==> config.mk <==
export PLATFORM = sky130hd
export DESIGN_NAME = spi_transaction_arbiter
export DESIGN_NICKNAME = d
export VERILOG_FILES = /design/src/rtl/spi_ctrl_pkg.sv /design/src/rtl/rr_arbiter.sv /design/src/rtl/spi_transaction_arbiter.sv
export SDC_FILE = /design/constraint.sdc
export NUM_CORES = 1
export LEC_CHECK = 0
export ABC_AREA = 1
export ABC_CLOCK_PERIOD_IN_PS = 1800
export CELL_PAD_IN_SITES_DETAIL_PLACEMENT = 1
export CELL_PAD_IN_SITES_GLOBAL_PLACEMENT = 1
export CORE_MARGIN = 4
export CORE_UTILIZATION = 24
export CTS_CLUSTER_SIZE = 24
export DETAILED_ROUTE_END_ITERATION = 6
export PLACE_DENSITY = 0.89
export SYNTH_ARGS = -nofsm -noshare
export SYNTH_HDL_FRONTEND = slang
export SYNTH_SLANG_ARGS = --single-unit
==> constraint.sdc <==
create_clock -name spi_clk_0 -period 1.8 [get_ports spi_clk_0]
set_clock_uncertainty 0.2 [all_clocks]
set_input_delay 0.27 -clock spi_clk_0 [delete_from_list [all_inputs] [get_ports spi_clk_0]]
set_output_delay 0.27 -clock spi_clk_0 [all_outputs]
set_load 0.01 [all_outputs]
==> src/rtl/spi_ctrl_pkg.sv <==
// Purpose: shared types and constants for the SPI transaction arbiter.
// Latency: n/a (package only).
// Backpressure: n/a (package only).
package spi_ctrl_pkg;

    typedef enum logic [2:0] {
        ST_IDLE,
        ST_ISSUE,
        ST_WAIT,
        ST_RESPOND,
        ST_GAP
    } state_t;

    localparam int DEF_NUM_REQ        = 2;
    localparam int DEF_CS_GAP_CYCLES  = 4;
    localparam int DEF_TIMEOUT_CYCLES = 4096;

    // The engine shifts at most one 32-bit word per transaction.
    localparam logic [7:0] MAX_LEN = 8'd32;

    function automatic logic [7:0] clamp_len(input logic [7:0] len);
        return (len > MAX_LEN) ? MAX_LEN : len;
    endfunction

endpackage

==> src/rtl/rr_arbiter.sv <==
// Purpose: round-robin pick of one requester, searching upward from ptr with wrap.
// Latency: purely combinational.
// Backpressure: none; caller qualifies req and advances ptr on acceptance.
//
// Ports: req (request vector), ptr (highest-priority index),
//        grant (one-hot winner), idx (winner index), found (any winner).
module rr_arbiter #(
    parameter int N  = 2,
    parameter int IW = (N > 1) ? $clog2(N) : 1
) (
    input  logic [N-1:0]  req,
    input  logic [IW-1:0] ptr,
    output logic [N-1:0]  grant,
    output logic [IW-1:0] idx,
    output logic          found
);

    always_comb begin
        int          k;
        logic [IW-1:0] kk;
        k     = 0;
        kk    = '0;
        grant = '0;
        idx   = '0;
        found = 1'b0;
        for (int i = 0; i < N; i++) begin
            k = int'(ptr) + i;
            if (k >= N) k = k - N;
            kk = IW'(k);
            if (!found && req[kk]) begin
                found     = 1'b1;
                grant[kk] = 1'b1;
                idx       = kk;
            end
        end
    end

endmodule

==> src/rtl/spi_transaction_arbiter.sv <==
// Purpose: shares one SPI engine among NUM_REQ requesters, one transaction at a time.
// Latency: accept at T -> eng_start at T+1; response one cycle after eng_done or timeout.
// Backpressure: response held until owner's rsp_ready; no grants while busy or in CS gap.
//
// Ports: spi_clk_0/reset; req_valid/req_ready/req_length/req_data/req_rw_mask (requests);
//        rsp_valid/rsp_ready/rsp_read_data/rsp_timeout (responses); eng_* (engine side);
//        busy (not IDLE), grant_id (current owner).
module spi_transaction_arbiter
    import spi_ctrl_pkg::*;
#(
    parameter int NUM_REQ        = DEF_NUM_REQ,
    parameter int CS_GAP_CYCLES  = DEF_CS_GAP_CYCLES,
    parameter int TIMEOUT_CYCLES = DEF_TIMEOUT_CYCLES,
    localparam int IDW           = (NUM_REQ > 1) ? $clog2(NUM_REQ) : 1
) (
    input  logic                    spi_clk_0,
    input  logic                    reset,
    input  logic [NUM_REQ-1:0]      req_valid,
    output logic [NUM_REQ-1:0]      req_ready,
    input  logic [8*NUM_REQ-1:0]    req_length,
    input  logic [32*NUM_REQ-1:0]   req_data,
    input  logic [32*NUM_REQ-1:0]   req_rw_mask,
    output logic [NUM_REQ-1:0]      rsp_valid,
    input  logic [NUM_REQ-1:0]      rsp_ready,
    output logic [31:0]             rsp_read_data,
    output logic                    rsp_timeout,
    output logic                    eng_start,
    output logic [7:0]              eng_length,
    output logic [31:0]             eng_data,
    output logic [31:0]             eng_rw_mask,
    input  logic                    eng_done,
    input  logic [31:0]             eng_read_data,
    output logic                    busy,
    output logic [IDW-1:0]          grant_id
);

    localparam int TW = $clog2(TIMEOUT_CYCLES + 1);
    localparam int GW = (CS_GAP_CYCLES > 0) ? $clog2(CS_GAP_CYCLES + 1) : 1;
    localparam logic [TW-1:0] TMO_LAST = TW'(TIMEOUT_CYCLES - 1);
    localparam logic [GW-1:0] GAP_LAST = GW'((CS_GAP_CYCLES > 0) ? CS_GAP_CYCLES - 1 : 0);
    localparam state_t AFTER_RSP = (CS_GAP_CYCLES > 0) ? ST_GAP : ST_IDLE;

    state_t             state, state_nxt;
    logic [IDW-1:0]     rr_ptr;
    logic [TW-1:0]      tmo_cnt;
    logic [GW-1:0]      gap_cnt;

    logic [NUM_REQ-1:0] arb_req, arb_grant;
    logic [IDW-1:0]     arb_idx;
    logic               arb_found;
    logic               take;
    logic [7:0]         sel_len;
    logic [31:0]        sel_data, sel_mask;

    // Only offer requests while idle and out of reset, so a grant can never
    // fire in the same cycle the block is being cleared.
    assign arb_req = (state == ST_IDLE && !reset) ? req_valid : '0;

    rr_arbiter #(.N(NUM_REQ), .IW(IDW)) u_rr (
        .req   (arb_req),
        .ptr   (rr_ptr),
        .grant (arb_grant),
        .idx   (arb_idx),
        .found (arb_found)
    );

    always_comb begin
        sel_len  = '0;
        sel_data = '0;
        sel_mask = '0;
        for (int i = 0; i < NUM_REQ; i++) begin
            if (arb_grant[i]) begin
                sel_len  = clamp_len(req_length[8*i +: 8]);
                sel_data = req_data[32*i +: 32];
                sel_mask = req_rw_mask[32*i +: 32];
            end
        end
    end

    assign busy = (state != ST_IDLE);

    always_comb begin
        state_nxt = state;
        req_ready = '0;
        rsp_valid = '0;
        eng_start = 1'b0;
        take      = 1'b0;
        case (state)
            ST_IDLE: begin
                if (arb_found) begin
                    req_ready = arb_grant;
                    take      = 1'b1;
                    // Zero-length transfers never touch the engine.
                    state_nxt = (sel_len == 8'd0) ? ST_RESPOND : ST_ISSUE;
                end
            end
            ST_ISSUE: begin
                eng_start = !reset;
                state_nxt = ST_WAIT;
            end
            ST_WAIT: begin
                // Completion is checked first so it wins over a coincident timeout.
                if (eng_done || tmo_cnt == TMO_LAST) state_nxt = ST_RESPOND;
            end
            ST_RESPOND: begin
                rsp_valid[grant_id] = !reset;
                if (rsp_ready[grant_id]) state_nxt = AFTER_RSP;
            end
            ST_GAP: begin
                if (gap_cnt == GAP_LAST) state_nxt = ST_IDLE;
            end
            default: state_nxt = ST_IDLE;
        endcase
    end

    always_ff @(posedge spi_clk_0) begin
        if (reset) begin
            state         <= ST_IDLE;
            rr_ptr        <= '0;
            tmo_cnt       <= '0;
            gap_cnt       <= '0;
            grant_id      <= '0;
            eng_length    <= '0;
            eng_data      <= '0;
            eng_rw_mask   <= '0;
            rsp_read_data <= '0;
            rsp_timeout   <= 1'b0;
        end else begin
            state <= state_nxt;
            case (state)
                ST_IDLE: begin
                    if (take) begin
                        grant_id      <= arb_idx;
                        eng_length    <= sel_len;
                        eng_data      <= sel_data;
                        eng_rw_mask   <= sel_mask;
                        rr_ptr        <= (arb_idx == IDW'(NUM_REQ - 1)) ? '0 : arb_idx + 1'b1;
                        tmo_cnt       <= '0;
                        gap_cnt       <= '0;
                        rsp_read_data <= '0;
                        rsp_timeout   <= 1'b0;
                    end
                end
                ST_WAIT: begin
                    if (eng_done) begin
                        rsp_read_data <= eng_read_data;
                        rsp_timeout   <= 1'b0;
                    end else if (tmo_cnt == TMO_LAST) begin
                        rsp_read_data <= '0;
                        rsp_timeout   <= 1'b1;
                    end else begin
                        tmo_cnt <= tmo_cnt + 1'b1;
                    end
                end
                ST_GAP: gap_cnt <= gap_cnt + 1'b1;
                default: ;
            endcase
        end
    end

endmodule
==> results by group, run 1 <==
Pwr
  • Switching Share: 0.348
  • Fraction of power consumed by combinational cells: 0.413
  • Power per standard cell area: 1240 nW/µm²
  • Maximum vdd drop: 0.510 mV
  • Reported net switching power: 4420 µW
  • Static leakage: 0.00528 µW
  • Internal power: 8270 µW
  • Fraction of power consumed by the clock network: 0.291
  • Sequential fraction of design power: 0.296

Die
  • Number of rows in the core area: 53
  • Die outline area: 24,300 µm²
  • Die Wd: 156 µm
  • Initial core utilization: 0.247
  • Core region area: 21,300 µm²
  • Count of boundary I/O pins: 295
  • Vertical die dimension: 156 µm

Hold path
  • Startpoint of the most critical hold path: eng_read_data[0]
  • Worst hold endpoint: rsp_read_data[0]
  • Hold path depth: 3
  • Min-delay worst type: in -> reg

Synthesis
  • Sequential area share after synthesis: 0.480
  • Cell Area, Synth: 5250 µm²
  • Syn Nets: 878
  • Synthesized instance count: 692
  • Mean Syn Cell Area: 7.59 µm²
  • Total number of yosys warnings: 0
  • Count of cell types in the netlist: 31
  • Number of flip-flops and latches in the synthesized netlist: 126

Drt
  • Detailed-router iteration count before antenna repair: 5
  • DR vias/cell: 4.70
  • Wire per inst: 18.7 µm
  • Final wirelength: 25.2 mm
  • Number of nets with antenna violations after detailed routing: 0
  • DRC violations left: 0
  • Overall via count from detail_route: 6,324
  • Starting DRT DRC Count: 258

Finish
  • Final core utilization: 0.482
  • Commonest non-fill, non-tap cells in the layout: nand2_1, clkdlybuf4s50_1, dfxtp_1, buf_4, dlymetal6s2s_1
  • Syn-to-layout area delta: 95.4%
  • Fill cell total of the finished layout: 2,478
  • Fraction of layout instances using a drive strength above 1: 0.189
  • Number of antenna cells inserted: 0
  • Nets: 1,244
  • Leading cell type in the layout, fill and taps excluded: nand2_1

Clock network
  • Maximum count of clock buffers along a single path: 2
  • Number of buffers created by CTS: 17
  • Deepest level of the CTS H-tree: 4
  • Count of clock tree sinks: 126
  • CTS root buffer: clkbuf_16
  • Clock slew at the register clock pins of the worst setup and hold paths: 0.06 ns
  • Clock Latency Late Sink: 0.41 ns
  • Quantity of hold-fixing buffers added after cts: 0
  • Clock tree from TritonCTS: built

Critical path
  • Arrival @ worst endpoint: 2.10 ns
  • Required time at the worst-slack endpoint: 1.92 ns
  • Terminus of the critical flop-to-flop path: rsp_read_data[27]
  • Startpoint kind of the worst setup timing path: flip-flop
  • Library cell contributing the largest single delay on the critical path: dfxtp_2
  • Delay contributed by the slowest stage of the critical path: 0.35 ns
  • Crit Path Max Fanout: 14
  • Critical Path End Type: flip-flop
  • Timing startpoint of the critical path: state[2]
  • Cells along the critical path: nor2_4, buf_6, buf_4, o211ai_2, inv_2, o21ai_4, clkbuf_16, nand2_1, a21oi_1
  • Internal reg-to-reg setup slack: -0.17 ns
  • Launch instance of the worst register-to-register path: state[2]
  • Critical path type: reg -> reg
  • Worst reg-to-reg path cell count: 9

GRT
  • Largest net degree at the start of global routing: 56
  • GRT Total Usage: 0.187
  • Via count of the first global-routing pass: 6,724
  • Total overflow reported by the global router: 0
  • Global-route wire length before repair: 36.1 mm
  • Initial antenna violation count: 0

Timing
  • Worst max-slew margin expressed relative to the limit: 0.540
  • Time the worst path needs with I/O delays and setup: 1.97 ns
  • Timing-limited maximum frequency: 0.507 GHz
  • Period Utilization, post-route: 1.10
  • Hold Slack: 0.214 ns
  • Setup TNS: -7.00 ns
  • Hold Vio Cnt, Final: 0
  • Transition at the pin with the smallest max-transition slack: 0.683 ns
  • Final max-slew violation count: 0
  • Unrepaired setup endpoints after global routing: true
  • Worst Slack Setup Final: -0.171 ns
  • Final setup viols: 122

Run status
  • Failing checks: setup timing
  • Outcome: finished, violations left

Placed design
  • Post-place setup slack: -0.479 ns
  • Final RePlAce weighted congestion: 0.814
  • Half-perimeter wire length of the detailed placement result: 16.9 mm
  • I/O Buffers: 294

Flow run
  • Max-capacitance violation count: 0
per-stage QoR:
stage                     area [µm²]  total power [µW]  cells
final                          10300             12700   1345
after CTS                       9740             12300   1331
after global routing           10300             13400   1345
after floorplan                 5270              5730    692
after detailed placement        8860              8190   1284
after global placement          8860              8040   1284
cells in the mapped netlist, drive strengths merged:
cell	count	share of area
nand2	262	0.19
a21oi	51	0.049
or2	1	0.0012
nor2	44	0.038
a211oi	1	0.0014
clkbuf	11	0.0079
o21ai	8	0.012
inv	37	0.026
and3	1	0.0012
o22ai	1	0.0012
buf	27	0.033
xor2	2	0.0033
nand4	12	0.015
o2111a	1	0.0021
dfxtp	126	0.48
clkinv	1	0.00071
nand3	33	0.032
ha	3	0.0071
nor3	4	0.0038
a22oi	65	0.093
o211ai	1	0.0024
flip-flops by register name, summed over array words and instances (netlist names):
signal and flops:
eng_length 8, grant_id 1, rr_ptr 1, eng_rw_mask 32
state 3, rsp_read_data 32, gap_cnt 3, rsp_timeout 1
eng_data 32, tmo_cnt 13
layout make-up:
cell class | count | area [µm²] | area share
inverter | 38 | 143 | 0.0139
timing repair buffer | 384 | 3950 | 0.385
multi-input combinational | 491 | 2670 | 0.260
clock inverter | 13 | 191 | 0.0187
sequential | 126 | 2530 | 0.247
clock buffer | 18 | 429 | 0.0418
tap | 275 | 344 | 0.0335
worst max path at each step:
stage / cells past startpoint / to
after floorplan: 9 / tmo_cnt[9]
after global placement: 9 / eng_data[27]
after detailed placement: 9 / eng_data[30]
after CTS: 5 / req_ready[1]
after global routing: 10 / rsp_read_data[27]
final: 9 / rsp_read_data[27]
worst max-delay path, delay by kind of cell, from the launching register on:
family                 cells  cell delay (ns)
DFF                        1             0.35
buffers and inverters      4             0.61
and+or+nand+nor            2             0.17
AOI/OAI and AO/OA          3             0.56
what timing repair did:
action,in CTS,in global routing
endpoints found under the setup margin,140,183
pin swaps,10,16
cloned,2,5
resized for setup,100,118
buffers inserted,14,9
power groups by stage:
stage	clock [µW]	sequential [µW]	combinational (µW)
finish	3690	3750	5250
detailed placement	0	3790	4400
floorplan	0	3990	1740
global placement	0	3750	4290
global route	3900	3830	5640
CTS	3780	3750	4730
logic make-up (layout without fill, tap and decap cells):
family	Yosys count	in the layout	synth area share
AOI/OAI and AO/OA	128	128	0.161
xor gates and xnor gates	2	2	0.00334
adders and majority gates	3	3	0.00715
buffers and inverters	76	453	0.0679
DFF	126	126	0.480
and+or+nand+nor	357	358	0.280
layer usage:
layer  up-vias  global-route usage  share of wire
li1       3023                   -              -
met1      3079               0.201           0.39
met2       190               0.352           0.54
met3        32              0.0466          0.048
met4         0              0.0654          0.022
met5         -                   0              0
(Power assumes the default switching activity.)
==> run 2: changes to the inputs <==
--- a/config.mk
+++ b/config.mk
@@ -13,7 +13,8 @@
 export CORE_UTILIZATION = 24
 export CTS_CLUSTER_SIZE = 24
 export DETAILED_ROUTE_END_ITERATION = 6
-export PLACE_DENSITY = 0.89
+export PLACE_DENSITY = 0.88
 export SYNTH_ARGS = -nofsm -noshare
 export SYNTH_HDL_FRONTEND = slang
+export SYNTH_HIERARCHICAL = 1
 export SYNTH_SLANG_ARGS = --single-unit
==> run 2 against run 1 <==
The flow still finishes with violations (setup timing). Utilization rose by 1.3 points. Critical path depth grew 7. Synthesized cell count rose by 8.5%. Maximum frequency down 19%. Critical path type unchanged. Largest cell class unchanged. Highest routed layer unchanged.
==> results by group, run 2 <==
Timing
  • Final max-slew violation count: 0 (unchanged)
  • Worst max-slew margin expressed relative to the limit: 0.459 (was 0.540)
  • Unrepaired setup endpoints after global routing: true (unchanged)
  • Transition at the pin with the smallest max-transition slack: 0.811 ns (was 0.683 ns)
  • Hold Slack: 0.172 ns (was 0.214 ns)
  • Worst Slack Setup Final: -0.623 ns (was -0.171 ns)
  • Hold Vio Cnt, Final: 0 (unchanged)
  • Period Utilization, post-route: 1.35 (was 1.10)
  • Final setup viols: 129 (was 122)
  • Time the worst path needs with I/O delays and setup: 2.42 ns (was 1.97 ns)
  • Timing-limited maximum frequency: 0.413 GHz (was 0.507 GHz)

GRT
  • GRT Total Usage: 0.210 (was 0.187)
  • Global-route wire length before repair: 41.2 mm (was 36.1 mm)
  • Initial antenna violation count: 1 (was 0)
  • Largest net degree at the start of global routing: 66 (was 56)
  • Total overflow reported by the global router: 0 (unchanged)
  • Via count of the first global-routing pass: 7,666 (was 6,724)

Finish
  • Nets: 1,330 (was 1,244)
  • Commonest non-fill, non-tap cells in the layout: nand2_1, clkdlybuf4s50_1, dfxtp_1, buf_4, a31oi_1 (was nand2_1, clkdlybuf4s50_1, dfxtp_1, buf_4, dlymetal6s2s_1)
  • Fraction of layout instances using a drive strength above 1: 0.247 (was 0.189)
  • Leading registers by flop count: eng_data: 32 flops, eng_rw_mask: 32 flops, rsp_read_data: 32 flops (unchanged)
  • Leading cell type in the layout, fill and taps excluded: nand2_1 (unchanged)
  • Syn-to-layout area delta: 101% (was 95.4%)
  • Fill cell total of the finished layout: 2,587 (was 2,478)

Synthesis
  • Leading register cell type out of synthesis: dfxtp_1 (unchanged)
  • Number of flip-flops and latches in the synthesized netlist: 126 (unchanged)
  • Syn Nets: 937 (was 878)
  • Largest family of logic cells by synthesized area: simple AND/OR/NAND/NOR gates (unchanged)
  • Post-synthesis async set-or-reset flop share: 0 (unchanged)
  • Post-synth top cells: nand2_1, dfxtp_1, a31oi_1, a21oi_1, inv_1 (was nand2_1, dfxtp_1, a22oi_1, a21oi_1, nor2_1)
  • EDFF count, synth: 0 (unchanged)
  • Share of the synthesized area in the top cell type: 0.463 (was 0.480)
  • Synthesized instance count: 751 (was 692)
  • Arithmetic-cell share of the synthesized area counting full adders, half adders and majority gates: 0.00689 (was 0.00715)
  • Share of the synthesized area in compound gates (AO/OA/AOI/OAI): 0.146 (was 0.161)
  • Post-Synth XOR/XNOR Area: 0.00322 (was 0.00334)
  • Sequential area share after synthesis: 0.463 (was 0.480)
  • Top-count cell post-synth: nand2_1 (unchanged)
  • Cell Area, Synth: 5450 µm² (was 5250 µm²)
  • Count of cell types in the netlist: 34 (was 31)
  • Simple-gate share of the synthesized area: 0.303 (was 0.280)
  • Cell taking the most area after synthesis: dfxtp_1 (unchanged)
  • Total number of yosys warnings: 6 (was 0)
  • Multiplexer fraction of the synthesized cell area: 0 (unchanged)
  • Cell types with the largest area share after synthesis: dfxtp_1, nand2_1, a31oi_1 (was dfxtp_1, nand2_1, a22oi_1)
  • Mean Syn Cell Area: 7.25 µm² (was 7.59 µm²)

Drt
  • Wire per inst: 19.5 µm (was 18.7 µm)
  • Number of nets with antenna violations after detailed routing: 0 (unchanged)
  • Starting DRT DRC Count: 270 (was 258)
  • Final wirelength: 28.0 mm (was 25.2 mm)
  • Overall via count from detail_route: 6,902 (was 6,324)
  • DR vias/cell: 4.80 (was 4.70)
  • DRC violations left: 0 (unchanged)
  • Detailed-router iteration count before antenna repair: 4 (was 5)

Placed design
  • Final RePlAce weighted congestion: 0.817 (was 0.814)
  • I/O Buffers: 294 (unchanged)
  • Half-perimeter wire length of the detailed placement result: 17.9 mm (was 16.9 mm)

Critical path
  • Critical path type: reg -> reg (unchanged)
  • Startpoint kind of the worst setup timing path: flip-flop (unchanged)
  • Arrival @ worst endpoint: 2.53 ns (was 2.10 ns)
  • Critical Path End Type: flip-flop (unchanged)
  • Delay contributed by the slowest stage of the critical path: 0.33 ns (was 0.35 ns)
  • CP dominant cell by count: buf_4
  • Cells along the critical path: nor2_2, inv_2, nor2_4, and3_4, inv_4, a21oi_4, buf_6, nor2_4, inv_4, nor2_2, nand2_1, nand2_2, buf_4, buf_4, buf_4, a22o_1 (was nor2_4, buf_6, buf_4, o211ai_2, inv_2, o21ai_4, clkbuf_16, nand2_1, a21oi_1)
  • Total buffers and inverters traversed by the critical path: 7 (was 4)
  • Library cell contributing the largest single delay on the critical path: dfxtp_2 (unchanged)
  • Crit Path Max Fanout: 6 (was 14)
  • Required time at the worst-slack endpoint: 1.91 ns (was 1.92 ns)
  • CP top delay family: simple AND/OR/NAND/NOR gates (was buffers and inverters)

Pwr
  • Power per standard cell area: 1090 nW/µm² (was 1240 nW/µm²)
  • Final Power: 11,900 µW (was 12,700 µW)
  • Maximum vdd drop: 0.482 mV (was 0.510 mV)
  • Static leakage: 0.00515 µW (was 0.00528 µW)

Clock network
  • Clock tree from TritonCTS: built (unchanged)
  • CTS root buffer: clkbuf_16 (unchanged)
  • Count of clock tree sinks: 126 (unchanged)
  • Clock Latency Late Sink: 0.43 ns (was 0.41 ns)
  • Clock slew at the register clock pins of the worst setup and hold paths: 0.07 ns (was 0.06 ns)
  • Deepest level of the CTS H-tree: 4 (unchanged)
  • Number of buffers created by CTS: 17 (unchanged)
  • Maximum count of clock buffers along a single path: 2 (unchanged)

Hold path
  • Min-delay worst type: in -> reg (unchanged)

Flow run
  • Max-capacitance violation count: 0 (unchanged)

Die
  • Die outline area: 25,200 µm² (was 24,300 µm²)
  • Initial core utilization: 0.247 (about the same)
  • Number of rows in the core area: 54 (was 53)
  • Core region area: 22,100 µm² (was 21,300 µm²)
  • Die Wd: 159 µm (was 156 µm)
  • Vertical die dimension: 159 µm (was 156 µm)
  • Count of boundary I/O pins: 295 (unchanged)

Run status
  • Failing checks: setup timing (unchanged)
  • Outcome: finished, violations left (unchanged)
## run 2: cell types whose count changed after synthesis, sizes merged, moves of 2 or more
cell and delta:
a31oi +64, a21oi +3, inv +9, a22o +7, nand4 -4, nand3 -15, buf +3, nand2 +53
a22oi -64, nor3 +2, nor4 +2, and3 +2
## run 2: repair_timing
item	in CTS	in global routing
endpoints found under the hold margin	0	0
resized for setup	166	144
hold buffers	0	0
endpoints found under the setup margin	195	179
setup buffers	33	20
gates cloned	6	0
pin swaps	17	27
## run 2: cell type report
cell class                      count  area [µm²]  area share
Timing Repair Buffer              415        4300       0.393
Clock inverter                     15         161      0.0147
Antenna cell                        1        2.50    0.000229
Inverter                           46         205      0.0187
Tap cell                          280         350      0.0320
Multi-Input combinational cell    538        2970       0.271
Sequential cell                   126        2530       0.231
Clock buffer                       17         425      0.0389
## run 2: kinds of logic (layout without fill, tap and decap cells)
kind of cell,after synthesis,after routing
and+or+nand+nor,396,397
AOI/OAI and AO/OA,136,136
DFF,126,126
buffers and inverters,88,493
adders and majority gates,3,3
xor gates and xnor gates,2,2
other,0,1
## run 2: final timing paths
kind	start	slack (ns)	cells after the start	to
worst max-delay path	state[2]	-0.62	16	eng_length[3]
worst min-delay path	reset	0.17	5	tmo_cnt[0]
worst max register to register	state[2]	-0.62	16	eng_length[3]
worst min register to register	eng_length[7]	0.25	2	eng_length[7]
## run 2: worst min-delay path, delay by kind of cell
kind | cells | cell delay [ns]
AOI/OAI and AO/OA | 1 | 0.03
and+or+nand+nor | 1 | 0.10
buffers and inverters | 3 | 0.36
## run 2: stage by stage
| step | setup WS [ns] | utilization | std cells | area (µm²) | TNS [ns] |
|---|---|---|---|---|---|
| after global routing | -0.718 | 0.496 | 1438 | 10900 | -67.91 |
| after global placement | -0.685 | 0.416 | 1352 | 9190 | -67.74 |
| after CTS | -0.489 | 0.470 | 1422 | 10400 | -46.31 |
| after floorplan | -0.272 | - | 751 | 5540 | -24.31 |
| final | -0.623 | 0.496 | 1438 | 10900 | -54.00 |
| after detailed placement | -0.703 | 0.416 | 1352 | 9190 | -74.04 |
## run 2: power breakdown
group	switching, µW	total (µW)	internal (µW)
Clock	1450	3510	2060
Sequential	169	3230	3060
Combinational	2520	5210	2690
Total	4140	11900	7810
## run 2: routing by layer
layer,wire length [µm],track usage,up-vias
li1,-,-,3252
met1,10200,0.220,3320
met2,14900,0.378,269
met3,2100,0.0704,61
met4,901,0.0975,0
met5,0,0,-
==> run 3: changes to the inputs <==
==> constraint.sdc (replaced) <==
create_clock -name spi_clk_0 -period 1.8 [get_ports spi_clk_0]
set_clock_uncertainty 0.2 [all_clocks]
set_input_delay 0.18 -clock spi_clk_0 [delete_from_list [all_inputs] [get_ports spi_clk_0]]
set_output_delay 0.18 -clock spi_clk_0 [all_outputs]
set_load 0.01 [all_outputs]
==> run 3 against run 2 <==
The run still ends with setup timing left. Combinational power shrank 20%. Sequential power is essentially flat. Global-route usage shrank 2.0 points. Clock power shrank 5%. Clock-buffer cell count is the same. Register-to-register slack gained 0.05 ns. Maximum frequency grew 2.2%. Sequential share of layout area grew 0.53 points. Largest power group unchanged. Via count shrank 1.4%. Hold slack lost 0.051 ns. Critical path type unchanged. Design area shrank 2.4%. Die area is the same.
==> results by group, run 3 (synthesis gave the netlist of run 2 again) <==
Run status
  • Outcome: finished, violations left (unchanged)
  • Failing checks: setup timing (unchanged)

Finish
  • Final core utilization: 0.484 (was 0.496)
  • Fraction of layout instances using a drive strength above 1: 0.220 (was 0.247)
  • Fill cell total of the finished layout: 2,580 (was 2,587)
  • Leading cell type in the layout, fill and taps excluded: clkdlybuf4s50_1 (was nand2_1)
  • Commonest non-fill, non-tap cells in the layout: clkdlybuf4s50_1, nand2_1, dfxtp_1, buf_4, a31oi_1 (was nand2_1, clkdlybuf4s50_1, dfxtp_1, buf_4, a31oi_1)
  • Leading registers by flop count: eng_data: 32 flops, eng_rw_mask: 32 flops, rsp_read_data: 32 flops (unchanged)
  • Nets: 1,315 (was 1,330)
  • Syn-to-layout area delta: 96.1% (was 101%)

Drt
  • Number of nets with antenna violations after detailed routing: 0 (unchanged)
  • Detailed-router iteration count before antenna repair: 4 (unchanged)
  • Starting DRT DRC Count: 270 (unchanged)
  • DR vias/cell: 4.78 (was 4.80)
  • Overall via count from detail_route: 6,807 (was 6,902)
  • Final wirelength: 27.8 mm (was 28.0 mm)
  • DRC violations left: 0 (unchanged)
  • Wire per inst: 19.5 µm (about the same)

Die
  • Die outline area: 25,200 µm² (unchanged)
  • Initial core utilization: 0.247 (unchanged)
  • Core region area: 22,100 µm² (unchanged)
  • Die Wd: 159 µm (unchanged)
  • Count of boundary I/O pins: 295 (unchanged)
  • Vertical die dimension: 159 µm (unchanged)
  • Number of rows in the core area: 54 (unchanged)

GRT
  • Largest net degree at the start of global routing: 74 (was 66)
  • Total overflow reported by the global router: 0 (unchanged)
  • Initial antenna violation count: 2 (was 1)
  • Global-route wire length before repair: 37.3 mm (was 41.2 mm)
  • GRT Total Usage: 0.190 (was 0.210)
  • Via count of the first global-routing pass: 7,016 (was 7,666)

Critical path
  • Arrival @ worst endpoint: 2.43 ns (was 2.53 ns)
  • Crit Path Max Fanout: 3 (was 6)
  • Cells along the critical path: nor2_2, inv_2, nor2_4, and3_4, inv_4, a21oi_2, inv_2, nor2_4, buf_6, nand4_1, nand2_2, nor2_2, nand3_2, nand2_1, nand2_1, a21oi_1 (was nor2_2, inv_2, nor2_4, and3_4, inv_4, a21oi_4, buf_6, nor2_4, inv_4, nor2_2, nand2_1, nand2_2, buf_4, buf_4, buf_4, a22o_1)
  • Library cell contributing the largest single delay on the critical path: dfxtp_2 (unchanged)
  • Critical Path End Type: flip-flop (unchanged)
  • CP top delay family: simple AND/OR/NAND/NOR gates (unchanged)
  • Critical path type: reg -> reg (unchanged)
  • Startpoint kind of the worst setup timing path: flip-flop (unchanged)
  • Delay contributed by the slowest stage of the critical path: 0.33 ns (about the same)
  • Required time at the worst-slack endpoint: 1.85 ns (was 1.91 ns)
  • Total buffers and inverters traversed by the critical path: 4 (was 7)

Timing
  • Hold Slack: 0.121 ns (was 0.172 ns)
  • Period Utilization, post-route: 1.32 (was 1.35)
  • Timing-limited maximum frequency: 0.422 GHz (was 0.413 GHz)
  • Unrepaired setup endpoints after global routing: true (unchanged)
  • Worst Slack Setup Final: -0.572 ns (was -0.623 ns)
  • Worst max-slew margin expressed relative to the limit: 0.410 (was 0.459)
  • Final setup viols: 131 (was 129)
  • Transition at the pin with the smallest max-transition slack: 0.886 ns (was 0.811 ns)
  • Time the worst path needs with I/O delays and setup: 2.37 ns (was 2.42 ns)
  • Setup TNS: -53.22 ns (was -54.00 ns)
  • Final max-slew violation count: 0 (unchanged)
  • Hold Vio Cnt, Final: 0 (unchanged)

Clock network
  • Clock tree from TritonCTS: built (unchanged)
  • CTS root buffer: clkbuf_16 (unchanged)
  • Clock Latency Late Sink: 0.41 ns (was 0.43 ns)
  • Deepest level of the CTS H-tree: 4 (unchanged)
  • Clock slew at the register clock pins of the worst setup and hold paths: 0.06 ns (was 0.07 ns)
  • Count of clock tree sinks: 126 (unchanged)
  • Maximum count of clock buffers along a single path: 2 (unchanged)
  • Number of buffers created by CTS: 17 (unchanged)

Pwr
  • Maximum vdd drop: 0.483 mV (was 0.482 mV)
  • Power per standard cell area: 1000 nW/µm² (was 1090 nW/µm²)
  • Static leakage: 0.00398 µW (was 0.00515 µW)

Hold path
  • Min-delay worst type: in -> reg (unchanged)

Placed design
  • Post-place setup slack: -0.611 ns (was -0.703 ns)
  • Half-perimeter wire length of the detailed placement result: 17.7 mm (was 17.9 mm)
  • I/O Buffers: 294 (unchanged)
  • Final RePlAce weighted congestion: 0.844 (was 0.817)

Flow run
  • Max-capacitance violation count: 0 (unchanged)
## run 3: cell types whose count changed in the layout (fill, tap and decap cells not counted), sizes merged
| cell | before | now |
|---|---|---|
| dlymetal6s2s | 47 | 3 |
| bufinv | 2 | 1 |
| dlygate4sd3 | 0 | 1 |
| clkdlybuf4s15 | 0 | 1 |
| clkbuf | 17 | 29 |
| dlygate4sd2 | 55 | 2 |
| inv | 49 | 51 |
| clkinv | 6 | 5 |
| buf | 128 | 97 |
| clkdlybuf4s50 | 185 | 284 |
## run 3: layout make-up
cell class / instances / area (µm²) / share of cell area
antenna: 1 / 2.50 / 0.000234
clock buffer: 17 / 425 / 0.0398
clock inverter: 15 / 136 / 0.0128
inverter: 46 / 183 / 0.0171
multi-input combinational: 538 / 2860 / 0.268
sequential: 126 / 2530 / 0.237
tap: 280 / 350 / 0.0328
timing repair buffer: 400 / 4200 / 0.393
## run 3: where the power goes
| group | switching, µW | internal [µW] |
|---|---|---|
| clock | 1430 | 1920 |
| sequential | 165 | 3050 |
| combinational | 2070 | 2100 |
## run 3: metrics by stage
| stage | std cells | power (µW) | area, µm² |
|---|---|---|---|
| 4_1_cts | 1391 | 10100 | 9930 |
| 3_5_place_dp | 1344 | 6400 | 9040 |
| 6_report | 1423 | 10700 | 10700 |
| 5_1_grt | 1423 | 11300 | 10700 |
| 3_3_place_gp | 1344 | 6320 | 9040 |
| 2_1_floorplan | 751 | 4820 | 5540 |
## run 3: worst min-delay path, stage by stage
cell     delay (ns)
buf_4          0.10
inv_1          0.12
buf_4          0.18
nand2_1        0.08
a21oi_2        0.03
## run 3: worst paths after layout
path | start | end | slack [ns] | cells past startpoint
setup reg to reg | state[2] | state[1] | -0.57 | 16
hold reg to reg | eng_length[6] | eng_length[6] | 0.22 | 2
setup / recovery | state[2] | state[1] | -0.57 | 16
hold / removal | reset | tmo_cnt[0] | 0.12 | 5
## run 3: what timing repair did
action | 4_1_cts | 5_1_grt
gates resized for setup | 70 | 81
cloned | 3 | 16
setup buffers | 16 | 15
hold endpoints to repair | 1 | 0
pin swaps | 23 | 17
hold buffers | 1 | 0
endpoints found under the setup margin | 132 | 135
## run 3: layer usage
| metal | vias up | GRT usage | wire length [µm] |
|---|---|---|---|
| li1 | 3228 | - | - |
| met1 | 3288 | 0.203 | 10100 |
| met2 | 238 | 0.348 | 14800 |
| met3 | 51 | 0.0734 | 2190 |
| met4 | 2 | 0.0500 | 713 |
| met5 | - | 0 | 12 |
